--- src/rtl/vga_level_overlay.sv ---
// vga_level_overlay: Avalon-ST pixel stage that tracks pixel position and
// paints a solid horizontal bar whose length follows a per-frame level.
//   clk, reset                 : clock, synchronous active-high reset
//   level                      : bar length control, bar covers x < 2*level
//   in_*                       : sink pixel stream {R,G,B} with SOP/EOP markers
//   out_*                      : source pixel stream, registered outputs
//   frame_error                : sticky flag for marker/pixel-count mismatch
module vga_level_overlay #(
    parameter int unsigned Width     = 640,
    parameter int unsigned Height    = 480,
    parameter int unsigned BarY0     = 440,
    parameter int unsigned BarH      = 16,
    parameter logic [29:0] BarColour = {10'h3FF, 10'h3FC, 10'h000}
) (
    input  logic        clk,
    input  logic        reset,
    input  logic [7:0]  level,
    input  logic [29:0] in_data,
    input  logic        in_startofpacket,
    input  logic        in_endofpacket,
    input  logic        in_valid,
    output logic        in_ready,
    output logic [29:0] out_data,
    output logic        out_startofpacket,
    output logic        out_endofpacket,
    output logic        out_valid,
    input  logic        out_ready,
    output logic        frame_error
);

    localparam int unsigned XW = 10;
    localparam int unsigned YW = 9;
    localparam int unsigned DW = 30;

    logic [XW-1:0] r_x;
    logic [YW-1:0] r_y;
    logic [7:0]    r_level_q;
    logic          r_synced;
    logic          r_frame_error;

    logic          r_out_valid;
    logic [DW-1:0] r_out_data;
    logic          r_out_sop;
    logic          r_out_eop;

    logic          r_skid_valid;
    logic [DW-1:0] r_skid_data;
    logic          r_skid_sop;
    logic          r_skid_eop;

    logic          w_accept;
    logic          w_emit;
    logic          w_out_free;
    logic [XW-1:0] w_pos_x;
    logic [YW-1:0] w_pos_y;
    logic [7:0]    w_level;
    logic          w_in_bar;
    logic [DW-1:0] w_pix;
    logic          w_last_x;
    logic          w_last_pos;
    logic          w_err;

    // Ready depends only on skid occupancy, never on out_ready.
    assign in_ready          = ~r_skid_valid & ~reset;
    assign out_valid         = r_out_valid;
    assign out_data          = r_out_data;
    assign out_startofpacket = r_out_sop;
    assign out_endofpacket   = r_out_eop;
    assign frame_error       = r_frame_error;

    // Position, overlay decision and marker check for the pixel on the sink.
    always_comb begin
        w_accept   = in_valid & in_ready;
        w_emit     = r_out_valid & out_ready;
        w_out_free = ~r_out_valid | out_ready;
        // SOP forces (0,0) so a corrupted stream resyncs on the next frame.
        w_pos_x    = in_startofpacket ? '0 : r_x;
        w_pos_y    = in_startofpacket ? '0 : r_y;
        // SOP pixel already uses the level being latched this cycle.
        w_level    = in_startofpacket ? level : r_level_q;
        w_in_bar   = (w_pos_y >= YW'(BarY0)) &&
                     (w_pos_y <= YW'(BarY0 + BarH - 1)) &&
                     (w_pos_x < XW'({w_level, 1'b0}));
        w_pix      = w_in_bar ? BarColour : in_data;
        w_last_x   = (w_pos_x == XW'(Width - 1));
        w_last_pos = w_last_x && (w_pos_y == YW'(Height - 1));
        // Checks are armed once the first SOP after reset has been seen.
        w_err      = ((r_synced | in_startofpacket) && (in_endofpacket != w_last_pos)) ||
                     (in_startofpacket && r_synced && ((r_x != '0) || (r_y != '0)));
    end

    // Position counters, level latch and sticky error flag.
    always_ff @(posedge clk) begin
        if (reset) begin
            r_x           <= '0;
            r_y           <= '0;
            r_level_q     <= '0;
            r_synced      <= 1'b0;
            r_frame_error <= 1'b0;
        end else if (w_accept) begin
            if (w_last_x) begin
                r_x <= '0;
                r_y <= w_last_pos ? '0 : w_pos_y + YW'(1);
            end else begin
                r_x <= w_pos_x + XW'(1);
                r_y <= w_pos_y;
            end
            if (in_startofpacket) begin
                r_level_q <= level;
                r_synced  <= 1'b1;
            end
            if (w_err) begin
                r_frame_error <= 1'b1;
            end
        end
    end

    // Output register plus one-entry skid buffer.
    always_ff @(posedge clk) begin
        if (reset) begin
            r_out_valid  <= 1'b0;
            r_out_data   <= '0;
            r_out_sop    <= 1'b0;
            r_out_eop    <= 1'b0;
            r_skid_valid <= 1'b0;
            r_skid_data  <= '0;
            r_skid_sop   <= 1'b0;
            r_skid_eop   <= 1'b0;
        end else if (w_accept) begin
            // Skid is empty whenever a pixel is accepted.
            if (w_out_free) begin
                r_out_valid <= 1'b1;
                r_out_data  <= w_pix;
                r_out_sop   <= in_startofpacket;
                r_out_eop   <= in_endofpacket;
            end else begin
                r_skid_valid <= 1'b1;
                r_skid_data  <= w_pix;
                r_skid_sop   <= in_startofpacket;
                r_skid_eop   <= in_endofpacket;
            end
        end else if (w_emit) begin
            if (r_skid_valid) begin
                r_out_data   <= r_skid_data;
                r_out_sop    <= r_skid_sop;
                r_out_eop    <= r_skid_eop;
                r_skid_valid <= 1'b0;
            end else begin
                r_out_valid <= 1'b0;
            end
        end
    end

endmodule
--- config.mk ---
export PLATFORM = sky130hd
export DESIGN_NAME = vga_level_overlay
export DESIGN_NICKNAME = d
export VERILOG_FILES = /design/src/rtl/vga_level_overlay.sv
export SDC_FILE = /design/constraint.sdc
export NUM_CORES = 1
export LEC_CHECK = 0
export BUFFER_PORTS_ARGS = -buffer_cell sky130_fd_sc_hd__buf_2
export CORE_MARGIN = 8
export CORE_UTILIZATION = 57
export DETAILED_ROUTE_END_ITERATION = 8
export GPL_ROUTABILITY_DRIVEN = 0
export GPL_TIMING_DRIVEN = 0
export HOLD_SLACK_MARGIN = 0.08
export PLACE_DENSITY = 0.91
export SLEW_MARGIN = 20
export SYNTH_ARGS = -nofsm -noshare
export SYNTH_HDL_FRONTEND = slang
export SYNTH_SLANG_ARGS = --single-unit
--- constraint.sdc ---
create_clock -name clk -period 4 [get_ports clk]
set_input_delay 0.8 -clock clk [delete_from_list [all_inputs] [get_ports clk]]
set_output_delay 0.8 -clock clk [all_outputs]
set_load 0.01 [all_outputs]
* Word level (Yosys, flattened, before mapping) *
Index checks and enable logic that the tools add are counted.

operators by class
  $lt $le $gt $ge = 3
  reduce and logical (&&, ||, !) cells = 18
  bitwise gates (word level) = 9
  add/sub/neg operators = 2
  equal/unequal tests = 6
  $mul = 0
  div/mod/pow operators = 0
  muxes and demuxes = 26
  shift operators = 0

operators by type and width
  cell                   count
  $mux 30                5
  $mux 9                 3
  $mux 10                2
  $mux 1                 15
  $add 10x1->10 const B  1
  $eq 10x10->1 const B   1
  $lt 10x9->1            1
  $reduce_bool 10->1     1
  $add 9x1->9 const B    1
  $eq 9x9->1 const B     1
  $ge 9x9->1 const B     1
  $le 9x9->1 const B     1
  $reduce_bool 9->1      1
  $mux 8                 1
  $reduce_and 2->1       4
  $logic_and 1x1->1      6
  $reduce_and 3->1       2
  $ne 2x1->1 const B     2
  $not 1->1              4
  $reduce_bool 2->1      2
  $and 1x1->1            3
  $logic_or 1x1->1       2
  $ne 2x2->1 const B     1
  $or 1x1->1             2
  $ne 1x1->1             1

storage, ports and cells
  word-level logic and storage cells = 77
  RAM bits = 0
  input bits = 44
  memories = 0
  bits in read-only memories = 0
  bits in registers = 95
  latch bits = 0
  output and inout bits = 35

* Logic depth before layout (Yosys ltp) *
Gate-level depths: netlist (run 1).

  word-level depth = 7
  mapped depth = 11

* Least setup slack after synthesis (run 1) *
OpenSTA, ideal clock, no wires.

  path kind = input to register
  from = input port in_startofpacket
  to = register r_out_data[10] (netlist: out_data[10])
  data arrival time = 2990 ps
  data required time = 3884 ps
  cell stages on the path = 10
  buffers on the path = 4
  slack = 894 ps
  cell sequence = buf_6 > clkbuf_1 > clkbuf_1 > nor2b_1 > ha_1 > or4_1 > a21oi_2 > o311ai_4 > buf_6 > a41o_1

on the way
  longest elaborated chain between the ends = 7

RTL lines
  item                                             RTL line  RTL
  start: declaration                               19        input logic in_startofpacket,
  $mux 9                                           78        w_pos_y = in_startofpacket ? '0 : r_y;
  $ge 9x9->1 / $le 9x9->1 (equally long branches)  81, 82
  $logic_and 1x1->1                                81        w_in_bar = (w_pos_y >= YW'(BarY0)) &&
  $logic_and 1x1->1 *                              82        (w_pos_y <= YW'(BarY0 + BarH - 1)) &&
  $mux 30 *                                        84        w_pix = w_in_bar ? BarColour : in_data;
  $mux 30 *                                        131       if (w_out_free) begin
  $mux 30 *                                        129       end else if (w_accept) begin
  end signal: assignment                           133       r_out_data <= w_pix;
  end signal: assignment                           144       r_out_data <= r_skid_data;
  end: declaration                                 42        logic [DW-1:0] r_out_data;

Every way passes the cells marked *; elsewhere a longest branch is shown, timed or not. The select of a mux whose other input is x is not followed.
A chain may end at the register's enable or synchronous reset.

* Worst setup path after layout (run 1) *
  from = input port in_startofpacket
  to = register r_y[7]

on the way
  longest elaborated chain between the ends = 5

RTL lines
  item                                                                 RTL line  RTL
  parallel branches: the longest is 4 deep, another holds $add 9x1->9  --
  $mux 9 *                                                             101       if (w_last_x) begin
  end signal: assignment                                               103       r_y <= w_last_pos ? '0 : w_pos_y + YW'(1);
  end signal: assignment                                               106       r_y <= w_pos_y;
  end: declaration                                                     36        logic [YW-1:0] r_y;

Mark *: on every way between the ends.

==> flow_metrics.py, run 1 <==
metrics = {
    "outcome": {
        "status": "finished clean",
    },
    "timing": {
        "rsz0062_at_grt": "false",
        "slew_viol_final": 0,
        "max_slew_margin_pct": 49.7,
        "timing.fmax_mhz": 286,
        "post-route-min-period_ns": 3.50,
        "hold_violations": 0,
        "tightest_slew_ns": 0.755,
        "fin_crit_sh_pct": 87.6,
        "finalSetupTns_ns": 0,
        "finalSetupViolations": 0,
        "skew_ns": 0.0173,
    },
    "synth": {
        "yosys-top-cells-area": "dfxtp_1 38%, a211oi_2 9.0%, nor2_1 8.3%",
        "yosys_register_bits": 95,
        "netlist_area_mm2": 0.00499,
        "synth_edf_count": 0,
        "synthCells": 595,
        "syn_area_per_cell_um2": 8.39,
        "synth.most_common_cell": "nor2_1",
        "ys_warn_count": 0,
        "synth_common_cells": "111 x nor2_1, 95 x dfxtp_1, 57 x nand2_1",
        "ys_types": 52,
        "ys_seq_area_share_pct": 38.1,
        "synth-main-ff-cell": "dfxtp_1",
        "syn_nets": 649,
        "async_reset_ff_share_pct": 0,
        "synth_top_area_share_pct": 38.1,
        "synth_top_area_cell": "dfxtp_1",
    },
    "detailed_routing": {
        "vias": 5030,
        "drtIter0Drc": 447,
        "vias_per_cell": 6.31,
        "route.detailed.drc": 0,
        "drt-total-wl_mm": 14.4,
        "drtPass1Iterations": 6,
        "drtAntennaViolNets": 0,
        "wire_per_inst_um": 18.0,
    },
    "global_route": {
        "overflow": 0,
        "met1_usage_pct": 29.4,
        "met2_usage_pct": 39.7,
        "grt_pass1_vias": 5023,
        "grtUsageMet3_pct": 4.69,
        "grt.total_usage_pct": 24.0,
        "antenna_found_initial": 0,
        "grt_start_max_net_pins": 20,
        "grt_pass1_wl_mm": 23.4,
        "grt.busiest_layer": "met2",
    },
    "setup_path": {
        "end_kind": "register",
        "crit-reg2reg-launch": "r_x[1]",
        "r2r-end": "r_y[2]",
        "startpoint_type": "input port",
        "worstSetupEndpoint": "r_y[7]",
        "worstSetupStartpoint": "in_startofpacket",
        "r2r_slack_ns": 1.55,
        "cp_max_fo": 10,
        "worst-setup-path-type": "input port to register",
        "worst_ep_required_time_ns": 4.31,
        "rr_worst_depth": 7,
        "arrival_ns": 3.81,
    },
    "floorplanning": {
        "start_util_pct": 58.1,
        "dieHeight_um": 110,
        "die_width_um": 110,
        "die_area_mm2": 0.0120,
        "core.rowCount": 34,
        "coreArea_mm2": 0.00859,
        "io_pins": 79,
    },
    "job": {
        "cap_violations": 0,
    },
    "pwr": {
        "max-vdd-ir-drop_v": 0.000224,
        "p_leak_uw": 0.00226,
        "power_density_mw_per_mm2": 345,
    },
    "cells_and_area": {
        "syn_to_final_growth_pct": 14.5,
        "final_nets": 738,
        "drive_above_1_share_pct": 22.4,
        "fill_cells": 670,
        "seqCellArea_mm2": 0.00190,
        "finalNonFillerCells": 797,
        "multi_input_area_mm2": 0.00281,
        "antenna_cells": 0,
    },
    "place": {
        "portBuffers": 78,
        "dp_hpwl_mm": 10.4,
        "dp.cells": 781,
    },
    "cts": {
        "cts.repair.resized": 0,
        "clk_pin_slew_worst_paths_ns": 0.11,
        "htreeDepth": 3,
        "cts_root_buf": "clkbuf_8",
        "clock-sinks": 95,
        "clk_path_buf_depth": 2,
        "cts_tree": "yes",
        "insertion_delay_ns": 0.39,
        "cts_hold_buf": 0,
        "post-cts-setup-buffers": 0,
        "cts_made_buffers": 9,
    },
    "min_path": {
        "holdCritPathClass": "register to register",
    },
}
## logic make-up (layout without fill, tap and decap cells)
group / Yosys count / in the layout / synth area share, %
AOI/OAI and AO/OA: 159 / 159 / 25.9
xor gates and xnor gates: 1 / 1 / 0.175
adders and majority gates: 10 / 10 / 2.51
buffers and inverters: 55 / 149 / 5.54
DFF: 95 / 95 / 38.1
muxes: 11 / 11 / 2.23
and+or+nand+nor: 264 / 264 / 25.5
## sequential cells by signal (all words and copies together) (netlist names)
name               count
frame_error            1
out_data              30
out_endofpacket        1
out_startofpacket      1
out_valid              1
r_level_q              8
r_skid_data           30
r_skid_eop             1
r_skid_sop             1
r_skid_valid           1
r_synced               1
r_x                   10
r_y                    9
## metrics by stage
stage	power, uW	hold slack (ns)	utilization (%)	cell area (um^2)	worst slack [ns]
2_1_floorplan	1220	0.437	-	4990	0.894
6_report	1970	0.468	66.5	5720	0.498
3_3_place_gp	1320	0.446	64.2	5520	0.253
4_1_cts	1970	0.463	66.5	5720	0.564
3_5_place_dp	1340	0.451	64.2	5520	0.153
5_1_grt	2040	0.512	66.5	5720	0.341
## routing by layer
metal	vias up	share of wire, %
met5	-	0
met4	0	2.7
met3	46	8.9
met2	251	47
met1	2420	41
li1	2313	-
## cell usage in the layout (no fill, tap or decap), types with 6 or more instances in the layout
master,synthesis,routed
a211oi_1,14,14
a211oi_2,36,36
a21oi_1,22,22
a31o_1,12,12
a41o_1,12,12
buf_1,9,9
buf_2,8,86
buf_6,7,7
clkbuf_1,25,25
clkbuf_8,0,9
dfxtp_1,95,95
ha_1,10,10
mux2i_1,10,10
nand2_1,57,57
nand3_1,17,17
nand3b_1,11,11
nand4_1,6,6
nor2_1,111,111
nor2b_1,10,10
nor3_1,7,7
nor3b_1,14,14
o21ai_0,38,38
## layout make-up
type / count / share of cell area [%]
repair buffers: 78 / 6.83
flip-flops and latches: 95 / 33.3
clock inverters: 7 / 1.29
plain buffers: 51 / 4.58
inverters: 4 / 0.263
well taps: 108 / 2.36
multi-input cells: 445 / 49.2
clock buffers: 9 / 2.17
## power by group
| group | leakage [uW] | switching (uW) | internal, uW |
|---|---|---|---|
| Sequential | 0.000773 | 25.7 | 990 |
| Clock | 0.0000946 | 401 | 246 |
| Combinational | 0.00140 | 192 | 116 |
## critical path, cell delays in order
cell,delay (ns)
buf_2,0.15
buf_6,0.17
clkbuf_1,0.47
clkbuf_1,0.46
nor2b_1,0.11
ha_1,0.26
and4_1,0.27
and4_1,0.21
buf_4,0.17
a211oi_1,0.43
nand4_1,0.16
mux2i_1,0.15
## worst min path at each step
| stage | cells after the start | from | to | slack (ns) |
|---|---|---|---|---|
| 6_report | 2 | r_skid_eop | r_skid_eop | 0.47 |
| 3_3_place_gp | 2 | r_skid_eop | r_skid_eop | 0.45 |
| 4_1_cts | 2 | r_skid_eop | r_skid_eop | 0.46 |
| 3_5_place_dp | 2 | r_skid_eop | r_skid_eop | 0.45 |
| 2_1_floorplan | 2 | r_skid_eop | r_skid_eop | 0.44 |
| 5_1_grt | 2 | r_skid_eop | r_skid_eop | 0.51 |
(Power assumes the default switching activity.)
==> run 2, diff against run 1 <==
Settings changed: ABC_AREA set to 1, CORE_UTILIZATION 57 to 56, PLACE_DENSITY 0.91 to 0.9.
==> run 2 against run 1 <==
Clock skew shrank 0.0022 ns; power shrank 6.7%; global-route usage shrank 0.63 points; design area shrank 4.1%; flip-flop and latch count is the same; synthesized cell count grew 19%; critical path depth grew 2; via count grew 0.93%; maximum frequency grew 22%; synthesized area shrank 4.1%.
==> flow_metrics.py, run 2 <==
metrics = {
    "setup_path": {
        "worst_ep_required_time_ns": 4.30,
        "worstSetupStartpoint": "in_startofpacket",
        "crit-reg2reg-launch": "r_y[0]",
        "r2r_slack_ns": 1.88,
        "cp_max_fo": 10,
        "worst-setup-path-type": "input port to register",
        "end_kind": "register",
        "startpoint_type": "input port",
        "arrival_ns": 3.17,
    },
    "cells_and_area": {
        "multi_input_area_mm2": 0.00239,
        "fill_cells": 730,
        "final_common_cell": "nand2_1",
        "final_nets": 851,
        "syn_to_final_growth_pct": 14.5,
        "antenna_cells": 0,
        "final_cell_mix": "144 x nand2_1, 97 x a21oi_1, 95 x buf_2, 95 x dfxtp_1, 75 x o21ai_0",
        "seqCellArea_mm2": 0.00190,
        "drive_above_1_share_pct": 16.3,
    },
    "timing": {
        "skew_ns": 0.0151,
        "post-route-min-period_ns": 2.87,
        "rsz0062_at_grt": "false",
        "finalSetupTns_ns": 0,
        "max_slew_margin_pct": 61.9,
        "timing.fmax_mhz": 348,
        "slew_viol_final": 0,
        "hold_violations": 0,
        "hold_ws_ns": 0.476,
        "fin_crit_sh_pct": 71.8,
        "tightest_slew_ns": 0.571,
        "finalSetupViolations": 0,
    },
    "min_path": {
        "min-delay-start": "r_y[8]",
        "holdCritPathClass": "register to register",
    },
    "detailed_routing": {
        "drtIter0Drc": 443,
        "wire_per_inst_um": 14.7,
        "drt-total-wl_mm": 13.4,
        "vias_per_cell": 5.60,
        "vias": 5077,
        "route.detailed.drc": 0,
        "drtPass1Iterations": 5,
        "drtAntennaViolNets": 0,
    },
    "global_route": {
        "overflow": 0,
        "grt_start_max_net_pins": 18,
        "grt_pass1_vias": 5050,
        "grt_pass1_wl_mm": 22.5,
        "grt.total_usage_pct": 23.4,
        "antenna_found_initial": 0,
    },
    "synth": {
        "synth_top_area_cell": "dfxtp_1",
        "yosys_register_bits": 95,
        "syn_area_per_cell_um2": 6.75,
        "synth_edf_count": 0,
        "synthCells": 709,
        "netlist_area_mm2": 0.00479,
        "synth-main-ff-cell": "dfxtp_1",
        "ys_warn_count": 0,
        "synth.most_common_cell": "nand2_1",
        "ys_seq_area_share_pct": 39.7,
        "syn_nets": 763,
        "async_reset_ff_share_pct": 0,
        "synth_top_area_share_pct": 39.7,
        "yosys-top-cells-area": "dfxtp_1 40%, nand2_1 11%, a21oi_1 10%",
        "synth_common_cells": "144 x nand2_1, 97 x a21oi_1, 95 x dfxtp_1",
        "ys_types": 36,
    },
    "cts": {
        "post-cts-setup-buffers": 0,
        "cts_root_buf": "clkbuf_8",
        "clk_path_buf_depth": 2,
        "clk_pin_slew_worst_paths_ns": 0.11,
        "cts_made_buffers": 9,
        "htreeDepth": 3,
        "cts_hold_buf": 0,
        "insertion_delay_ns": 0.37,
        "clock-sinks": 95,
        "cts_tree": "yes",
        "cts.repair.resized": 0,
    },
    "pwr": {
        "max-vdd-ir-drop_v": 0.000210,
        "p_leak_uw": 0.00271,
        "power_density_mw_per_mm2": 336,
    },
    "place": {
        "dp_hpwl_mm": 9.95,
        "portBuffers": 77,
    },
    "floorplanning": {
        "core.rowCount": 33,
        "dieHeight_um": 108,
        "coreArea_mm2": 0.00826,
        "die_width_um": 108,
        "die_area_mm2": 0.0118,
        "start_util_pct": 58.0,
        "io_pins": 79,
    },
    "job": {
        "cap_violations": 0,
    },
    "outcome": {
        "status": "finished clean",
    },
}
==> run 2: changes by cell type after synthesis, moves of 12 or more <==
cell / before / now
nand2_1: 57 / 144
a21oi_1: 22 / 97
inv_1: 4 / 74
nor2_1: 111 / 73
o21ai_0: 38 / 75
a211oi_2: 36 / 0
nand3_1: 17 / 44
nor3b_1: 14 / 0
a211oi_1: 14 / 1
a31o_1: 12 / 0
a41o_1: 12 / 0
==> run 2: worst max-delay path, stage by stage <==
cell and delay [ns]:
buf_2 0.14, buf_2 0.24, buf_2 0.32, mux2i_1 0.26, ha_1 0.27, a21o_1 0.16
nor2_1 0.09, nand2_1 0.07, nand2_1 0.07, nand3_2 0.19, buf_6 0.22, nand2_1 0.08
nand2_1 0.06, a21oi_1 0.18
==> run 2: where the power goes <==
part	internal, uW	leakage, uW	switching (uW)
combinational	85.0	0.00185	152
sequential	985	0.000774	21.0
clock	235	0.0000814	361
total	1310	0.00271	534
==> run 2: logic make-up after synthesis <==
| kind of cell | after synthesis | share of synthesized area, % |
|---|---|---|
| adder cells (fa/ha/maj) | 10 | 2.61 |
| XOR/XNOR | 4 | 0.732 |
| AND/OR/NAND/NOR | 288 | 25.5 |
| buffers and inverters | 121 | 10.4 |
| flip-flops | 95 | 39.7 |
| AO/OA/AOI/OAI | 184 | 19.6 |
| multiplexers | 7 | 1.46 |
==> run 2: worst paths after layout <==
path,cells past startpoint,endpoint
max,14,out_data[15]
min,2,r_y[8]
max reg2reg,14,out_data[15]
min reg2reg,2,r_y[8]
==> run 2: final cells by class <==
| class | instances | area share (%) |
|---|---|---|
| Multi-Input combinational cell | 493 | 43.6 |
| Buffer | 41 | 3.58 |
| Timing Repair Buffer | 77 | 7.03 |
| Clock buffer | 10 | 2.33 |
| Sequential cell | 95 | 34.7 |
| Tap cell | 105 | 2.40 |
| Clock inverter | 6 | 0.936 |
| Inverter | 80 | 5.48 |
==> run 2: through the flow <==
step	area [um^2]	worst slack (ns)	total power [uW]	instances	utilization, %
global route	5480	0.877	1920	907	66.4
CTS	5480	1.14	1840	907	66.4
floorplan	4790	1.39	1170	709	-
global placement	5300	0.843	1250	891	64.2
finish	5480	1.13	1840	907	66.4
detailed placement	5300	0.748	1260	891	64.2
==> run 2: layer usage <==
| metal | global-route usage, % | routed length (um) | vias to the layer above |
|---|---|---|---|
| met5 | 0 | 0 | - |
| met4 | 12.2 | 398 | 0 |
| met3 | 5.12 | 1130 | 42 |
| met2 | 38.4 | 6270 | 229 |
| met1 | 28.1 | 5570 | 2311 |
| li1 | - | - | 2495 |
==> run 3, diff against run 2 <==
Settings changed: CORE_UTILIZATION 56 to 51, PLACE_DENSITY 0.9 to 0.87.
Clock period 4 ns to 2.5 ns, I/O delays scaled along.
==> run 3 against run 2 <==
Power up 63%; die area rose by 8.3%; critical path type unchanged; wire length fell by 1.8%; global-route usage fell by 2.8 points; utilization is 6.4 points lower; critical endpoint is now out_data[24].
==> flow_metrics.py, run 3 (synthesized netlist as in run 2, its figures left out) <==
metrics = {
    "setup_path": {
        "crit_family": "buffers and inverters",
        "worstSetupStartpoint": "in_startofpacket",
        "path_common_cell": "nand2_1",
        "critPathBufInv": 5,
        "end_kind": "register",
        "crit-reg2reg-launch": "r_y[0]",
        "cp_cell_sequence": "buf_2, inv_2, buf_4, nand2_1, inv_1, ha_1, a21o_1, nor2_1, nand2_1, nand2_1, nand3_2, buf_6, nand2_1, nand2_1, a21oi_1",
        "worst_ep_required_time_ns": 2.80,
        "r2r_slack_ns": 0.45,
        "r2r-end": "out_data[24]",
        "rr_worst_depth": 14,
        "slowest_stage": "ha_1",
        "cp.depth": 15,
        "startpoint_type": "input port",
        "cp_max_fo": 10,
        "cpPeakStageDelay_ns": 0.23,
        "worstSetupEndpoint": "out_data[24]",
        "arrival_ns": 2.55,
        "worst-setup-path-type": "input port to register",
    },
    "cts": {
        "clk_pin_slew_worst_paths_ns": 0.11,
        "clock-sinks": 95,
        "insertion_delay_ns": 0.38,
        "clk_path_buf_depth": 2,
        "cts.repair.resized": 1,
        "cts_tree": "yes",
        "cts_root_buf": "clkbuf_8",
        "cts_hold_buf": 0,
        "cts_made_buffers": 9,
        "post-cts-setup-buffers": 0,
        "htreeDepth": 3,
    },
    "cells_and_area": {
        "final_common_cell": "nand2_1",
        "finalNonFillerCells": 912,
        "multi_input_area_mm2": 0.00240,
        "final_nets": 850,
        "seqCellArea_mm2": 0.00190,
        "final_cell_mix": "144 x nand2_1, 97 x a21oi_1, 95 x dfxtp_1, 93 x buf_2, 75 x o21ai_0",
        "drive_above_1_share_pct": 16.6,
        "antenna_cells": 0,
        "fill_cells": 852,
        "syn_to_final_growth_pct": 15.2,
    },
    "detailed_routing": {
        "vias": 4985,
        "drtPass1Iterations": 6,
        "drtIter0Drc": 402,
        "drt-total-wl_mm": 13.1,
        "drtAntennaViolNets": 0,
        "vias_per_cell": 5.47,
        "route.detailed.drc": 0,
        "wire_per_inst_um": 14.4,
    },
    "place": {
        "portBuffers": 77,
        "dp_hpwl_mm": 9.53,
        "dp.cells": 897,
    },
    "timing": {
        "skew_ns": 0.0199,
        "post-route-min-period_ns": 2.25,
        "rsz0062_at_grt": "false",
        "hold_violations": 0,
        "fin_crit_sh_pct": 90.1,
        "slew_viol_final": 0,
        "hold_ws_ns": 0.377,
        "finalSetupViolations": 0,
        "timing.fmax_mhz": 444,
        "tightest_slew_ns": 0.557,
        "max_slew_margin_pct": 62.9,
    },
    "pwr": {
        "max-vdd-ir-drop_v": 0.000385,
        "power_uw": 3000,
        "p_leak_uw": 0.00272,
        "power_density_mw_per_mm2": 544,
    },
    "global_route": {
        "antenna_found_initial": 0,
        "met2_usage_pct": 34.2,
        "met1_usage_pct": 25.5,
        "grtUsageMet3_pct": 4.10,
        "overflow": 0,
        "grt_start_max_net_pins": 19,
        "grt.total_usage_pct": 20.6,
        "grt.busiest_layer": "met2",
        "grt_pass1_vias": 4768,
        "grt_pass1_wl_mm": 21.9,
    },
    "floorplanning": {
        "die_area_mm2": 0.0127,
        "dieHeight_um": 113,
        "io_pins": 79,
        "core.rowCount": 35,
        "coreArea_mm2": 0.00920,
        "start_util_pct": 52.1,
        "die_width_um": 113,
    },
    "min_path": {
        "holdCritPathClass": "input port to register",
    },
    "job": {
        "cap_violations": 0,
    },
    "outcome": {
        "status": "finished clean",
    },
}
-- run 3: cell count changes in the layout (fill, tap and decap cells not counted), sizes merged --
cell and delta:
buf -1, clkinv +1, clkinvlp -3, inv +2
-- run 3: worst min-delay path by stage --
stage / cells past startpoint / end / slack (ns) / from
after CTS: 3 / r_skid_data[9] / 0.38 / in_data[9]
after global placement: 2 / r_y[8] / 0.46 / r_y[8]
final: 3 / r_skid_data[9] / 0.38 / in_data[9]
after detailed placement: 2 / r_y[8] / 0.46 / r_y[8]
after global routing: 3 / out_data[10] / 0.39 / in_data[10]
after floorplan: 2 / r_y[8] / 0.45 / r_y[8]
-- run 3: report_power, final --
| group | switching [uW] | internal, uW | total [uW] | leakage [uW] |
|---|---|---|---|---|
| clock network | 595 | 416 | 1010 | 0.000102 |
| registers | 33.6 | 1580 | 1610 | 0.000774 |
| logic | 241 | 138 | 379 | 0.00185 |
-- run 3: worst reg2reg max path: cells and delay by family, from the launching register on --
kind	cells	cell delay (ns)
buf+inv	2	0.36
simple gates	10	0.88
fa+ha+maj	1	0.22
flops	1	0.39
compound gates	1	0.14
-- run 3: area by class of cell --
type | instances | area share (%)
flip-flops and latches | 95 | 34.5
plain buffers | 40 | 3.58
repair buffers | 77 | 6.99
inverters | 80 | 5.44
multi-input cells | 493 | 43.4
clock buffers | 10 | 2.50
well taps | 111 | 2.52
clock inverters | 6 | 1.04
-- run 3: per-stage QoR --
step           setup WS [ns]  setup TNS, ns  utilization [%]  instance area, um^2
5_1_grt               0.0483              0             60.0                 5520
3_3_place_gp          -0.423         -21.85             57.8                 5310
4_1_cts               0.0404              0             59.9                 5510
3_5_place_dp          -0.423         -22.83             57.8                 5310
6_report               0.247              0             60.0                 5520
2_1_floorplan          0.192              0                -                 4790
-- run 3: per-layer routing --
| layer | share of wire [%] | wire [um] |
|---|---|---|
| met5 | 0 | 0 |
| met4 | 2.3 | 297 |
| met3 | 7.8 | 1020 |
| met2 | 47 | 6180 |
| met1 | 43 | 5630 |
